File: config.mk
export PLATFORM = sky130hd
export DESIGN_NAME = rs_pulse_sequencer_flat
export DESIGN_NICKNAME = d
export VERILOG_FILES = /design/src/rtl/rs_pulse_sequencer_if.sv /design/src/rtl/rs_pulse_sequencer.sv /design/src/flat_wrapper.sv
export SDC_FILE = /design/constraint.sdc
export NUM_CORES = 1
export LEC_CHECK = 0
export CAP_MARGIN = 0
export CORE_AREA = 3 3 54 56
export DETAILED_ROUTE_END_ITERATION = 10
export DIE_AREA = 0 0 57 59
export PLACE_DENSITY = 0.72
export SYNTH_ARGS = -nofsm -noshare
export SYNTH_HDL_FRONTEND = slang
export SYNTH_SLANG_ARGS = --single-unit
File: constraint.sdc
create_clock -name clk -period 1.7 [get_ports clk]
set_clock_uncertainty 0.1 [all_clocks]
set_input_delay 0.34 -clock clk [delete_from_list [all_inputs] [get_ports clk]]
set_output_delay 0.34 -clock clk [all_outputs]
set_load 0.03 [all_outputs]
File: src/rtl/rs_pulse_sequencer_if.sv
// rs_pulse_sequencer_if: command handshake and latch drive/feedback bundle; slave = sequencer, master = command source and latch side
interface rs_pulse_sequencer_if #(parameter int N = 4);
  localparam int IW = $clog2(N);
  logic          req_valid;
  logic          req_ready;
  logic [IW-1:0] req_idx;
  logic          req_set;
  logic          req_rst;
  logic [N-1:0]  s_out;
  logic [N-1:0]  r_out;
  logic [N-1:0]  q_in;
  logic          done;
  logic          err_conflict;
  logic          err_mismatch;
  modport master (
    output req_valid, req_idx, req_set, req_rst, q_in,
    input  req_ready, s_out, r_out, done, err_conflict, err_mismatch
  );
  modport slave (
    input  req_valid, req_idx, req_set, req_rst, q_in,
    output req_ready, s_out, r_out, done, err_conflict, err_mismatch
  );
endinterface

File: src/rtl/rs_pulse_sequencer.sv
// rs_pulse_sequencer: turns set/reset commands into PULSE_W-wide one-hot S or R pulses, waits GAP_W, then checks Q (ports: clk, rst async high, bus slave)
module rs_pulse_sequencer #(
  parameter int N       = 4,
  parameter int PULSE_W = 3,
  parameter int GAP_W   = 2
) (
  input logic clk,
  input logic rst,
  rs_pulse_sequencer_if.slave bus
);
  localparam int IW = $clog2(N);
  localparam int MW = PULSE_W > GAP_W ? PULSE_W : GAP_W;
  localparam int CW = $clog2(MW) + 1;
  localparam logic [1:0] IDLE  = 2'd0;
  localparam logic [1:0] DRIVE = 2'd1;
  localparam logic [1:0] GAP   = 2'd2;
  localparam logic [1:0] CHECK = 2'd3;
  logic [1:0]    state;
  logic [CW-1:0] cnt;
  logic [IW-1:0] idx;
  logic          exp_q;
  logic [N-1:0]  sel;
  logic          bad;
  // an index past the bank shifts the one-hot out to zero, which flags it as invalid
  always_comb begin
    sel = {{(N-1){1'b0}}, 1'b1} << bus.req_idx;
    bad = (bus.req_set && bus.req_rst) || sel == '0;
  end
  always_ff @(posedge clk or posedge rst) begin
    if (rst) begin
      state            <= IDLE;
      cnt              <= '0;
      idx              <= '0;
      exp_q            <= 1'b0;
      bus.s_out        <= '0;
      bus.r_out        <= '0;
      bus.req_ready    <= 1'b1;
      bus.done         <= 1'b0;
      bus.err_conflict <= 1'b0;
      bus.err_mismatch <= 1'b0;
    end else begin
      bus.done         <= 1'b0;
      bus.err_conflict <= 1'b0;
      bus.err_mismatch <= 1'b0;
      case (state)
        IDLE: if (bus.req_valid && bus.req_ready) begin
          if (bad) bus.err_conflict <= 1'b1;
          else if (!bus.req_set && !bus.req_rst) bus.done <= 1'b1;
          else begin
            state         <= DRIVE;
            idx           <= bus.req_idx;
            exp_q         <= bus.req_set;
            cnt           <= CW'(PULSE_W - 1);
            bus.s_out     <= bus.req_set ? sel : '0;
            bus.r_out     <= bus.req_set ? '0 : sel;
            bus.req_ready <= 1'b0;
          end
        end
        DRIVE: if (cnt == '0) begin
          state     <= GAP;
          cnt       <= CW'(GAP_W - 1);
          bus.s_out <= '0;
          bus.r_out <= '0;
        end else cnt <= cnt - 1'b1;
        GAP: if (cnt == '0) state <= CHECK;
          else cnt <= cnt - 1'b1;
        default: begin
          // ready returns with done so the next accept lands on the edge where done drops
          state            <= IDLE;
          bus.done         <= 1'b1;
          bus.err_mismatch <= bus.q_in[idx] != exp_q;
          bus.req_ready    <= 1'b1;
        end
      endcase
    end
  end
endmodule

File: src/flat_wrapper.sv
// flat-port wrapper written by rule: the top's interface ports become plain ports
module rs_pulse_sequencer_flat 
#(
  parameter int N       = 4,
  parameter int PULSE_W = 3,
  parameter int GAP_W   = 2
)
  (clk, rst, bus_req_valid, bus_req_idx, bus_req_set, bus_req_rst, bus_q_in, bus_req_ready, bus_s_out, bus_r_out, bus_done, bus_err_conflict, bus_err_mismatch);
  rs_pulse_sequencer_if #(.N(N)) bus_i ();
  input logic clk;
  input logic rst;
  input wire logic [$bits(bus_i.req_valid)-1:0] bus_req_valid;
  input wire logic [$bits(bus_i.req_idx)-1:0] bus_req_idx;
  input wire logic [$bits(bus_i.req_set)-1:0] bus_req_set;
  input wire logic [$bits(bus_i.req_rst)-1:0] bus_req_rst;
  input wire logic [$bits(bus_i.q_in)-1:0] bus_q_in;
  output wire logic [$bits(bus_i.req_ready)-1:0] bus_req_ready;
  output wire logic [$bits(bus_i.s_out)-1:0] bus_s_out;
  output wire logic [$bits(bus_i.r_out)-1:0] bus_r_out;
  output wire logic [$bits(bus_i.done)-1:0] bus_done;
  output wire logic [$bits(bus_i.err_conflict)-1:0] bus_err_conflict;
  output wire logic [$bits(bus_i.err_mismatch)-1:0] bus_err_mismatch;
  assign bus_i.req_valid = bus_req_valid;
  assign bus_i.req_idx = bus_req_idx;
  assign bus_i.req_set = bus_req_set;
  assign bus_i.req_rst = bus_req_rst;
  assign bus_i.q_in = bus_q_in;
  assign bus_req_ready = bus_i.req_ready;
  assign bus_s_out = bus_i.s_out;
  assign bus_r_out = bus_i.r_out;
  assign bus_done = bus_i.done;
  assign bus_err_conflict = bus_i.err_conflict;
  assign bus_err_mismatch = bus_i.err_mismatch;
  rs_pulse_sequencer #(.N(N), .PULSE_W(PULSE_W), .GAP_W(GAP_W)) u_core (.clk(clk), .rst(rst), .bus(bus_i));
endmodule
==> out/metrics.yaml <==
setup_ws_ps: -42.0
synth.area.mux_share_pct: 16.9
clockBufferDepth: 2
critPathLaunchType: "register"
drt_iter0_markers: 12
power_density_nw_per_um2: 2080
pwr-share-comb_pct: 69.2
rsz0062_at_grt: "true"
grt_max_degree: 21
wl_um: 2890
gp_congestion: 0.774
cts_buffers: 3
syn-instance-count: 94
synth_flop_cell: "dfrtp_1"
drtAntennaViolNets: 0
die_area_sq_um: 3360
routed_via_density: 5.19
endpoint_kind: "register"
hold_buffers: 0
drtPass1Iterations: 4
synth_xor_area_share_pct: 1.59
failed_checks: "setup timing"
avgRoutedWirePerCell_um: 16.3
core-area_sq_um: 2480
fmax_mhz: 574
final_cells: 177
insertion_delay_ps: 310
post_synth_num_cell_types: 35
switching_power_w: 0.00144
r2r_start: "u_core.state[0]$_DFFE_PP0P_"
grt_usage_pct: 19.2
clock-sinks: 20
overflow: 0
rows: 18
clkSlewWorstSetupHoldPaths_ps: 120
clock-root-buffer: "clkbuf_4"
synth_edf_count: 0
period_share_pct: 102
synth_top_family_by_area: "multiplexers"
ir_drop_uv: 1280
status: "finished with violations"
r2r_cells: 7
ys_top_cells_by_count: "dfrtp_1, mux2_2, ha_1"
dpl.hpwl_um: 1880
fin_crit_ps: 1740
p_seq_share_pct: 22.9
cts_tree: "built"
ys_seq_elements: 20
die_w_um: 57
portBuffers: 22
drc: 0
place_inst: 161
die_y_um: 59
netlist_area_sq_um: 1100
async_flop_share_pct: 100
r2r_slack_ps: -40
diodes: 0
vias: 918
ys_seq_area_share_pct: 45.5
ys_warn_count: 0
clkPwrFrac_pct: 7.9
synth_area_leader_cell: "dfrtp_1"
cap_violations: 0
grt_pass1_wl_um: 4870
io_pins: 23
cp_slowest_stage_delay_ps: 450
syn_avg_cell_area_sq_um: 11.7
area_growth_pct: 57.0
fin_nets: 166
power.share.switching_pct: 39.9
fillers: 182
ys_top_cells_by_area: "dfrtp_1, mux2_2, ha_1"
start_util_pct: 44.5
crit_type: "reg -> reg"
antenna_found_initial: 0
hold_viol: 0
synth_fa_ha_area_share_pct: 7.94
p_leak_nw: 0.850
grt_pass1_vias: 1028
critPathRequiredTime_ps: 1810
htree_levels: 1
drive_gt1_share_pct: 46.3
intPower_w: 0.00217
setup_viol_count_final: 11
crit_chain: "inv_2, buf_6, ha_4, or2_4, nor2_4, a211o_4, mux2_4"
synthSimpleGateAreaFrac_pct: 13.5
hp-class: "in -> async"
r2r_end: "u_core.cnt[1]$_DFFE_PP0P_"
tightest_slew_ps: 305
critical_path.max_fanout: 3
synth_most_common_cell: "dfrtp_1"
yosysTopAreaCellShare_pct: 43.1
crit_slowest_cell: "dfrtp_2"
fin_tns_setup_ps: -280
synth_compound_area_share_pct: 11.5
synth.net_count: 112
slew_violations: 0
crit_arrival_ps: 1850
p_total_w: 0.00361
relSlewSlack_pct: 79.7
-- worst max-delay path: cells and delay by family (launching register included) --
family / cells / cell delay [ps]
flops: 1 / 450
mux: 1 / 300
compound gates: 1 / 290
buf+inv: 2 / 190
simple gates: 2 / 190
fa+ha+maj: 1 / 120
-- sequential cells by signal (all words and copies together) (netlist names) --
| signal | flops |
|---|---|
| u_core.bus.req_ready | 1 |
| u_core.bus.err_conflict | 1 |
| u_core.bus.r_out | 4 |
| u_core.bus.err_mismatch | 1 |
| u_core.cnt | 3 |
| u_core.state | 2 |
| u_core.idx | 2 |
| u_core.bus.s_out | 4 |
| u_core.exp_q | 1 |
| u_core.bus.done | 1 |
-- cell usage in the layout (no fill, tap or decap), drive strengths merged, types with 2 or more instances in the layout --
master and n:
o21ai 5, nor3 4, clkdlybuf4s50 8, nand2 4, mux2 13, nand2b 4
clkbuf 5, nor2 5, buf 29, a21oi 5, a211o 2, dfrtp 19
dlygate4sd2 13, ha 7, inv 5, and3 2
-- repair_timing --
| item | in CTS | in global routing |
|---|---|---|
| setup buffers | 9 | 3 |
| resized for setup | 45 | 1 |
| setup endpoints to repair | 27 | 14 |
| pin swaps | 8 | 2 |
-- power by group through the flow --
stage                     combinational [W]  sequential (W)  clock [W]
after floorplan                    0.000998         0.00107          0
after global placement              0.00187        0.000817          0
after detailed placement            0.00193        0.000834          0
after CTS                           0.00241        0.000822   0.000292
after global routing                0.00269        0.000853   0.000306
final                               0.00250        0.000827   0.000286
-- cell type report --
class,count,area (sq um),area share (%)
clock buffer,4,36.3,2.09
inverter,5,18.8,1.08
multi-input combinational,67,697,40.2
sequential,20,503,29.0
tap,30,37.5,2.17
timing repair buffer,51,440,25.4
-- per-stage QoR --
stage	util [%]	area, sq um	hold WS, ps	setup slack, ps
floorplan	-	1120	203	-37.0
global placement	59.9	1480	390	-361
detailed placement	59.9	1480	394	-377
CTS	69.2	1720	241	-30.9
global route	69.9	1730	247	-89.8
finish	69.9	1730	240	-42.0
-- routing by layer --
layer / share of wire [%] / up-vias / wire [um] / track usage (%)
met5: 0 / - / 0 / 0
met1: 40 / 457 / 1150 / 21.0
met2: 54 / 18 / 1570 / 35.6
met3: 4.4 / 4 / 127 / 4.14
li1: - / 439 / - / -
met4: 1.2 / 0 / 36 / 8.94
-- worst max path at each step --
stage                                start                               to  slack, ps  cells past startpoint
2_1_floorplan  u_core.state[1]$_DFFE_PP0P_        u_core.cnt[0]$_DFFE_PP0P_        -40                      7
3_3_place_gp                   bus_req_rst  u_core.bus.r_out[2]$_DFFE_PP0P_       -360                      5
3_5_place_dp                   bus_req_rst  u_core.bus.r_out[2]$_DFFE_PP0P_       -380                      5
4_1_cts        u_core.state[0]$_DFFE_PP0P_        u_core.cnt[1]$_DFFE_PP0P_        -30                      7
5_1_grt        u_core.state[0]$_DFFE_PP0P_        u_core.cnt[1]$_DFFE_PP0P_        -90                      7
6_report       u_core.state[0]$_DFFE_PP0P_        u_core.cnt[1]$_DFFE_PP0P_        -40                      7
-- kinds of logic after synthesis --
| logic type | after synthesis |
|---|---|
| AOI/OAI and AO/OA | 16 |
| xor gates and xnor gates | 2 |
| adders and majority gates | 7 |
| buffers and inverters | 7 |
| DFF | 20 |
| muxes | 15 |
| and+or+nand+nor | 27 |
(Power assumes the default switching activity.)
